--- src/rtl/vai_pkg.sv ---
// Shared widths, request structs and helpers for the VAI TX auditor.
package vai_pkg;

    localparam int unsigned ADDR_W        = 42;
    localparam int unsigned MDATA_W       = 16;
    localparam int unsigned C0_HDR_REST_W = 32;
    localparam int unsigned C1_HDR_REST_W = 32;
    localparam int unsigned C1_DATA_W     = 512;
    localparam int unsigned CNT_W         = 16;

    typedef struct packed {
        logic [ADDR_W-1:0]        addr;
        logic [MDATA_W-1:0]       mdata;
        logic [C0_HDR_REST_W-1:0] hdr_rest;
    } t_vai_c0_req;

    typedef struct packed {
        logic [ADDR_W-1:0]        addr;
        logic [MDATA_W-1:0]       mdata;
        logic [C1_HDR_REST_W-1:0] hdr_rest;
        logic [C1_DATA_W-1:0]     data;
    } t_vai_c1_req;

    function automatic logic [CNT_W-1:0] sat_inc(input logic [CNT_W-1:0] v);
        return (&v) ? v : v + CNT_W'(1);
    endfunction

endpackage

--- src/rtl/vai_audit_chan.sv ---
// Single-channel 2-stage audit pipeline: relocate address, tag mdata with vmid,
// drop traffic from sub-AFUs in reset or whose relocation overflows.
module vai_audit_chan
    import vai_pkg::*;
#(
    parameter int unsigned NUM_SUB_AFUS = 8,
    parameter int unsigned VMID_W       = $clog2(NUM_SUB_AFUS),
    parameter int unsigned HDR_REST_W   = 32,
    parameter int unsigned DATA_W       = 0,
    localparam int unsigned DW          = (DATA_W > 0) ? DATA_W : 1
) (
    input  logic                       clk,
    input  logic                       reset,
    input  logic [64*NUM_SUB_AFUS-1:0] offset_flat,
    input  logic [NUM_SUB_AFUS-1:0]    sub_afu_reset,
    input  logic                       in_valid,
    input  logic [VMID_W-1:0]          in_vmid,
    input  logic [ADDR_W-1:0]          in_addr,
    input  logic [MDATA_W-1:0]         in_mdata,
    input  logic [HDR_REST_W-1:0]      in_hdr_rest,
    input  logic [DW-1:0]              in_data,
    output logic                       out_valid,
    output logic [ADDR_W-1:0]          out_addr,
    output logic [MDATA_W-1:0]         out_mdata,
    output logic [HDR_REST_W-1:0]      out_hdr_rest,
    output logic [DW-1:0]              out_data,
    output logic                       err_overflow,
    output logic [CNT_W-1:0]           drop_cnt
);

    localparam int unsigned KEEP_W = MDATA_W - VMID_W;

    logic [63:0]       off;
    logic [ADDR_W:0]   sum;
    logic              ovf;

    logic              t1_valid_q;
    logic              t1_ovf_q;
    logic              t1_rst_q;
    logic [VMID_W-1:0] t1_vmid_q;
    logic [ADDR_W-1:0] t1_addr_q;
    logic [KEEP_W-1:0] t1_mdata_q;
    logic [HDR_REST_W-1:0] t1_hdr_q;

    logic drop;
    logic ovf_drop;
    logic unused_mdata_hi;

    assign off = offset_flat[{in_vmid, 6'd0} +: 64];
    assign sum = {1'b0, in_addr} + {1'b0, off[ADDR_W-1:0]};
    // Offset bits beyond the address width overflow for every address.
    assign ovf = sum[ADDR_W] | (|off[63:ADDR_W]);

    // Sub-AFU reset wins over overflow: such drops never raise the error flag.
    assign drop     = t1_valid_q & (t1_rst_q | t1_ovf_q);
    assign ovf_drop = t1_valid_q & t1_ovf_q & ~t1_rst_q;

    // Upper mdata bits are replaced by the vmid tag.
    assign unused_mdata_hi = ^in_mdata[MDATA_W-1 -: VMID_W];

    always_ff @(posedge clk) begin
        if (reset) begin
            t1_valid_q   <= 1'b0;
            out_valid    <= 1'b0;
            err_overflow <= 1'b0;
            drop_cnt     <= '0;
        end else begin
            t1_valid_q <= in_valid;
            out_valid  <= t1_valid_q & ~t1_ovf_q & ~t1_rst_q;
            if (ovf_drop) begin
                err_overflow <= 1'b1;
            end
            if (drop) begin
                drop_cnt <= sat_inc(drop_cnt);
            end
        end
    end

    always_ff @(posedge clk) begin
        t1_ovf_q     <= ovf;
        t1_rst_q     <= sub_afu_reset[in_vmid];
        t1_vmid_q    <= in_vmid;
        t1_addr_q    <= sum[ADDR_W-1:0];
        t1_mdata_q   <= in_mdata[KEEP_W-1:0];
        t1_hdr_q     <= in_hdr_rest;
        out_addr     <= t1_addr_q;
        out_mdata    <= {t1_vmid_q, t1_mdata_q};
        out_hdr_rest <= t1_hdr_q;
    end

    if (DATA_W > 0) begin : g_data
        logic [DW-1:0] t1_data_q;
        always_ff @(posedge clk) begin
            t1_data_q <= in_data;
            out_data  <= t1_data_q;
        end
    end else begin : g_no_data
        logic unused_data;
        assign unused_data = ^in_data;
        assign out_data    = '0;
    end

endmodule

--- src/rtl/vai_tx_auditor.sv ---
// Audits sub-AFU TX requests on c0 (read) and c1 (write) before they reach the manager.
module vai_tx_auditor
    import vai_pkg::*;
#(
    parameter int unsigned NUM_SUB_AFUS = 8,
    parameter int unsigned VMID_W       = $clog2(NUM_SUB_AFUS)
) (
    input  logic                       clk,
    input  logic                       reset,
    input  logic [64*NUM_SUB_AFUS-1:0] offset_flat,
    input  logic [NUM_SUB_AFUS-1:0]    sub_afu_reset,
    input  logic                       in_c0_valid,
    input  logic [VMID_W-1:0]          in_c0_vmid,
    input  logic [ADDR_W-1:0]          in_c0_addr,
    input  logic [MDATA_W-1:0]         in_c0_mdata,
    input  logic [C0_HDR_REST_W-1:0]   in_c0_hdr_rest,
    input  logic                       in_c1_valid,
    input  logic [VMID_W-1:0]          in_c1_vmid,
    input  logic [ADDR_W-1:0]          in_c1_addr,
    input  logic [MDATA_W-1:0]         in_c1_mdata,
    input  logic [C1_HDR_REST_W-1:0]   in_c1_hdr_rest,
    input  logic [C1_DATA_W-1:0]       in_c1_data,
    output logic                       out_c0_valid,
    output logic [ADDR_W-1:0]          out_c0_addr,
    output logic [MDATA_W-1:0]         out_c0_mdata,
    output logic [C0_HDR_REST_W-1:0]   out_c0_hdr_rest,
    output logic                       out_c1_valid,
    output logic [ADDR_W-1:0]          out_c1_addr,
    output logic [MDATA_W-1:0]         out_c1_mdata,
    output logic [C1_HDR_REST_W-1:0]   out_c1_hdr_rest,
    output logic [C1_DATA_W-1:0]       out_c1_data,
    output logic                       err_c0_overflow,
    output logic                       err_c1_overflow,
    output logic [CNT_W-1:0]           drop_c0_cnt,
    output logic [CNT_W-1:0]           drop_c1_cnt
);

    t_vai_c0_req c0_req;
    t_vai_c1_req c1_req;
    logic [0:0]  c0_data_unused;

    assign c0_req = '{addr: in_c0_addr, mdata: in_c0_mdata, hdr_rest: in_c0_hdr_rest};
    assign c1_req = '{addr: in_c1_addr, mdata: in_c1_mdata, hdr_rest: in_c1_hdr_rest,
                      data: in_c1_data};

    vai_audit_chan #(
        .NUM_SUB_AFUS (NUM_SUB_AFUS),
        .VMID_W       (VMID_W),
        .HDR_REST_W   (C0_HDR_REST_W),
        .DATA_W       (0)
    ) u_c0 (
        .clk           (clk),
        .reset         (reset),
        .offset_flat   (offset_flat),
        .sub_afu_reset (sub_afu_reset),
        .in_valid      (in_c0_valid),
        .in_vmid       (in_c0_vmid),
        .in_addr       (c0_req.addr),
        .in_mdata      (c0_req.mdata),
        .in_hdr_rest   (c0_req.hdr_rest),
        .in_data       (1'b0),
        .out_valid     (out_c0_valid),
        .out_addr      (out_c0_addr),
        .out_mdata     (out_c0_mdata),
        .out_hdr_rest  (out_c0_hdr_rest),
        .out_data      (c0_data_unused),
        .err_overflow  (err_c0_overflow),
        .drop_cnt      (drop_c0_cnt)
    );

    vai_audit_chan #(
        .NUM_SUB_AFUS (NUM_SUB_AFUS),
        .VMID_W       (VMID_W),
        .HDR_REST_W   (C1_HDR_REST_W),
        .DATA_W       (C1_DATA_W)
    ) u_c1 (
        .clk           (clk),
        .reset         (reset),
        .offset_flat   (offset_flat),
        .sub_afu_reset (sub_afu_reset),
        .in_valid      (in_c1_valid),
        .in_vmid       (in_c1_vmid),
        .in_addr       (c1_req.addr),
        .in_mdata      (c1_req.mdata),
        .in_hdr_rest   (c1_req.hdr_rest),
        .in_data       (c1_req.data),
        .out_valid     (out_c1_valid),
        .out_addr      (out_c1_addr),
        .out_mdata     (out_c1_mdata),
        .out_hdr_rest  (out_c1_hdr_rest),
        .out_data      (out_c1_data),
        .err_overflow  (err_c1_overflow),
        .drop_cnt      (drop_c1_cnt)
    );

endmodule

--- config.mk ---
export PLATFORM = sky130hd
export DESIGN_NAME = vai_tx_auditor
export DESIGN_NICKNAME = d
export VERILOG_FILES = /design/src/rtl/vai_pkg.sv /design/src/rtl/vai_audit_chan.sv /design/src/rtl/vai_tx_auditor.sv
export SDC_FILE = /design/constraint.sdc
export NUM_CORES = 1
export LEC_CHECK = 0
export CORE_AREA = 5 5 749 751
export CTS_CLUSTER_SIZE = 8
export DETAILED_ROUTE_END_ITERATION = 16
export DIE_AREA = 0 0 754 756
export PLACE_DENSITY = 0.35
export SYNTH_ARGS = -nofsm -noshare
export SYNTH_HDL_FRONTEND = slang
export SYNTH_HIERARCHICAL = 1
export SYNTH_SLANG_ARGS = --single-unit
--- constraint.sdc ---
create_clock -name clk -period 4.3 [get_ports clk]
set_input_delay 0.645 -clock clk [delete_from_list [all_inputs] [get_ports clk]]
set_output_delay 0.645 -clock clk [all_outputs]
set_load 0.005 [all_outputs]
==> impl_metrics.json <==
{
  "placed_cell_area_mm2": 0.07189,
  "coreArea_mm2": 0.5544,
  "dieArea_mm2": 0.5700,
  "period_minus_slack_ns": 4.021,
  "initialDrtViolationCount": 1804,
  "cp_data_arrival_time_ns": 4.72,
  "cts_num_sinks": 1426,
  "crit_fanout": 14,
  "post_drt_wl_per_cell_um": 34.21,
  "htree_levels": 4,
  "totalWireLength_um": 434800,
  "stdcell_area_mm2": 0.07849,
  "syn_inst": 2724,
  "crit_type": "input port to flop",
  "pre_cts_ws_ns": -0.9415,
  "cts-root-buf": "clkbuf_16",
  "utilization_pct": 14.16,
  "synth_area_mm2": 0.04018,
  "grt_max_degree": 35,
  "gp_congestion": 0.9499,
  "timing.final.ws_setup_ns": 0.2793,
  "skew_ns": 0.09676,
  "max-cap-violations": 0,
  "vias": 34840,
  "maxSlewHeadroom_pct": 15.78,
  "start_util_pct": 7.248,
  "io_buffers": 1943,
  "die_w_um": 754,
  "endpoint_kind": "flop",
  "drtPass1Iterations": 5,
  "grt_pass1_wl_um": 516300,
  "fin_setup_tns_ns": 0,
  "max_freq_ghz": 0.2487,
  "drive_gt1_share_pct": 18.33,
  "grt_setup_unrepaired": "no",
  "rows": 274,
  "finalCritPeriodShare_pct": 93.50,
  "clk_pin_slew_ns": 0.06,
  "nets": 6531,
  "avgViaCountPerCell": 2.741,
  "min_path_type": "input port to flop",
  "tightestPinTransition_ns": 1.255,
  "startpoint_type": "input port",
  "grt.total_usage_pct": 14.64,
  "io_pins": 1950,
  "drc": 0,
  "first_global_vias": 36210,
  "required_ns": 5.00,
  "yosysWarnings": 6,
  "numCtsBuffers": 216,
  "setup_viol": 0,
  "hpwl_um": 392100,
  "die_y_um": 756,
  "finalHoldViolCount": 0,
  "drtAntennaViolNets": 0,
  "syn_area_per_cell_um2": 14.75,
  "outcome": "finished, final reports clean",
  "irDropWorstVdd_v": 0.0003468,
  "syn-num-nets": 4034,
  "cts_tree": "yes",
  "synthToLayoutAreaGrowth_pct": 95.35,
  "gr-total-overflow": 0,
  "power_density_mw_per_mm2": 492.3,
  "clock_path_buffers": 4,
  "drv_slew": 0,
  "hold_ws_ns": 0.1541,
  "cellLeakagePower_nw": 28.76,
  "clock_latency_ns": 0.93,
  "antenna_found_initial": 470
}
layout by cell type (no fill, tap or decap), drive strengths merged, types with 10 or more instances in the layout:
master         count
nor2b             10
diode             93
a21oi             95
xor2              35
inv               31
o21a              14
mux2              86
mux4             172
dfxtp           1426
o21bai            15
xnor2             55
and2              11
nor3              29
ha                86
buf              422
a21o              42
nor2              90
clkdlybuf4s50   1935
clkinv            18
or3               10
clkbuf           274
nand2             86
a211oi            20
nand3             29
nor4              71
nand4             41
o21ai             61
and3              13
a31oi             14
layout make-up:
class	instances	area, µm²
Timing Repair Buffer	2359	22870
Inverter	29	108.9
Multi-Input combinational cell	1189	11210
Tap cell	7314	9151
Antenna cell	93	232.7
Sequential cell	1426	28550
Fill cell	61850	475900
Clock inverter	28	574.3
Clock buffer	272	5796
flip-flops by register name, indices dropped and copies added, names as in the netlist, 3 cells and up:
register	flops
u_c1/out_data	512
u_c0/drop_cnt	16
u_c1/out_mdata	16
u_c1/drop_cnt	16
u_c1/t1_addr_q	42
u_c1/t1_vmid_q	3
u_c0/out_hdr_rest	32
u_c0/t1_vmid_q	3
u_c1/out_addr	42
u_c1/t1_hdr_q	32
u_c1/t1_mdata_q	13
u_c0/t1_addr_q	42
u_c0/out_addr	42
u_c1/out_hdr_rest	32
u_c0/out_mdata	16
u_c0/t1_hdr_q	32
u_c0/t1_mdata_q	13
u_c1/g_data.t1_data_q	512
critical path, cell delays in order:
cell and delay [ns]:
clkbuf_8 0.27, buf_4 0.28, buf_4 0.19, mux4_2 0.57, mux2_2 0.29, ha_1 0.32
a21oi_1 0.09, o21ai_0 0.42, nor2_1 0.14, a22oi_1 0.32, nand3_1 0.12, buf_4 0.18
o21ai_0 0.18, buf_4 0.18, a31oi_1 0.10, xnor2_1 0.35
where the power goes:
group	total [mW]	leakage (nW)	switching, mW	internal (mW)
clock	16.7	3.09	6.94	9.76
sequential	15.2	12.0	0.719	14.5
combinational	6.74	13.7	3.22	3.51
metal layers:
| layer | vias up | track usage (%) | wire [µm] |
|---|---|---|---|
| li1 | 14900 | - | - |
| met1 | 16580 | 16.41 | 166500 |
| met2 | 2250 | 25.61 | 211600 |
| met3 | 939 | 6.267 | 42700 |
| met4 | 174 | 3.254 | 12890 |
| met5 | - | 0 | 1103 |
through the flow:
step	power, mW	std cells
2_1_floorplan	16.69	2724
3_3_place_gp	22.51	12320
3_5_place_dp	22.42	12320
4_1_cts	39.95	12620
5_1_grt	40.61	12670
6_report	38.64	12710
worst paths after layout:
check / start / to / slack, ns / depth (start not counted)
worst max register to register: u_c1/t1_ovf_q / u_c1/drop_cnt[9] / 1.67 / 7
worst min-delay path: in_c1_vmid[1] / u_c1/t1_vmid_q[1] / 0.15 / 2
worst min register to register: u_c0/t1_vmid_q[2] / u_c0/out_mdata[15] / 0.23 / 0
worst max-delay path: in_c0_vmid[0] / u_c0/t1_addr_q[35] / 0.28 / 16
timing repair:
item,CTS,global route
gates resized for setup,0,1
hold buffers,0,0
setup endpoints to repair,0,2
buffers inserted,0,0
No activity file was read; power rests on OpenSTA's default activity.
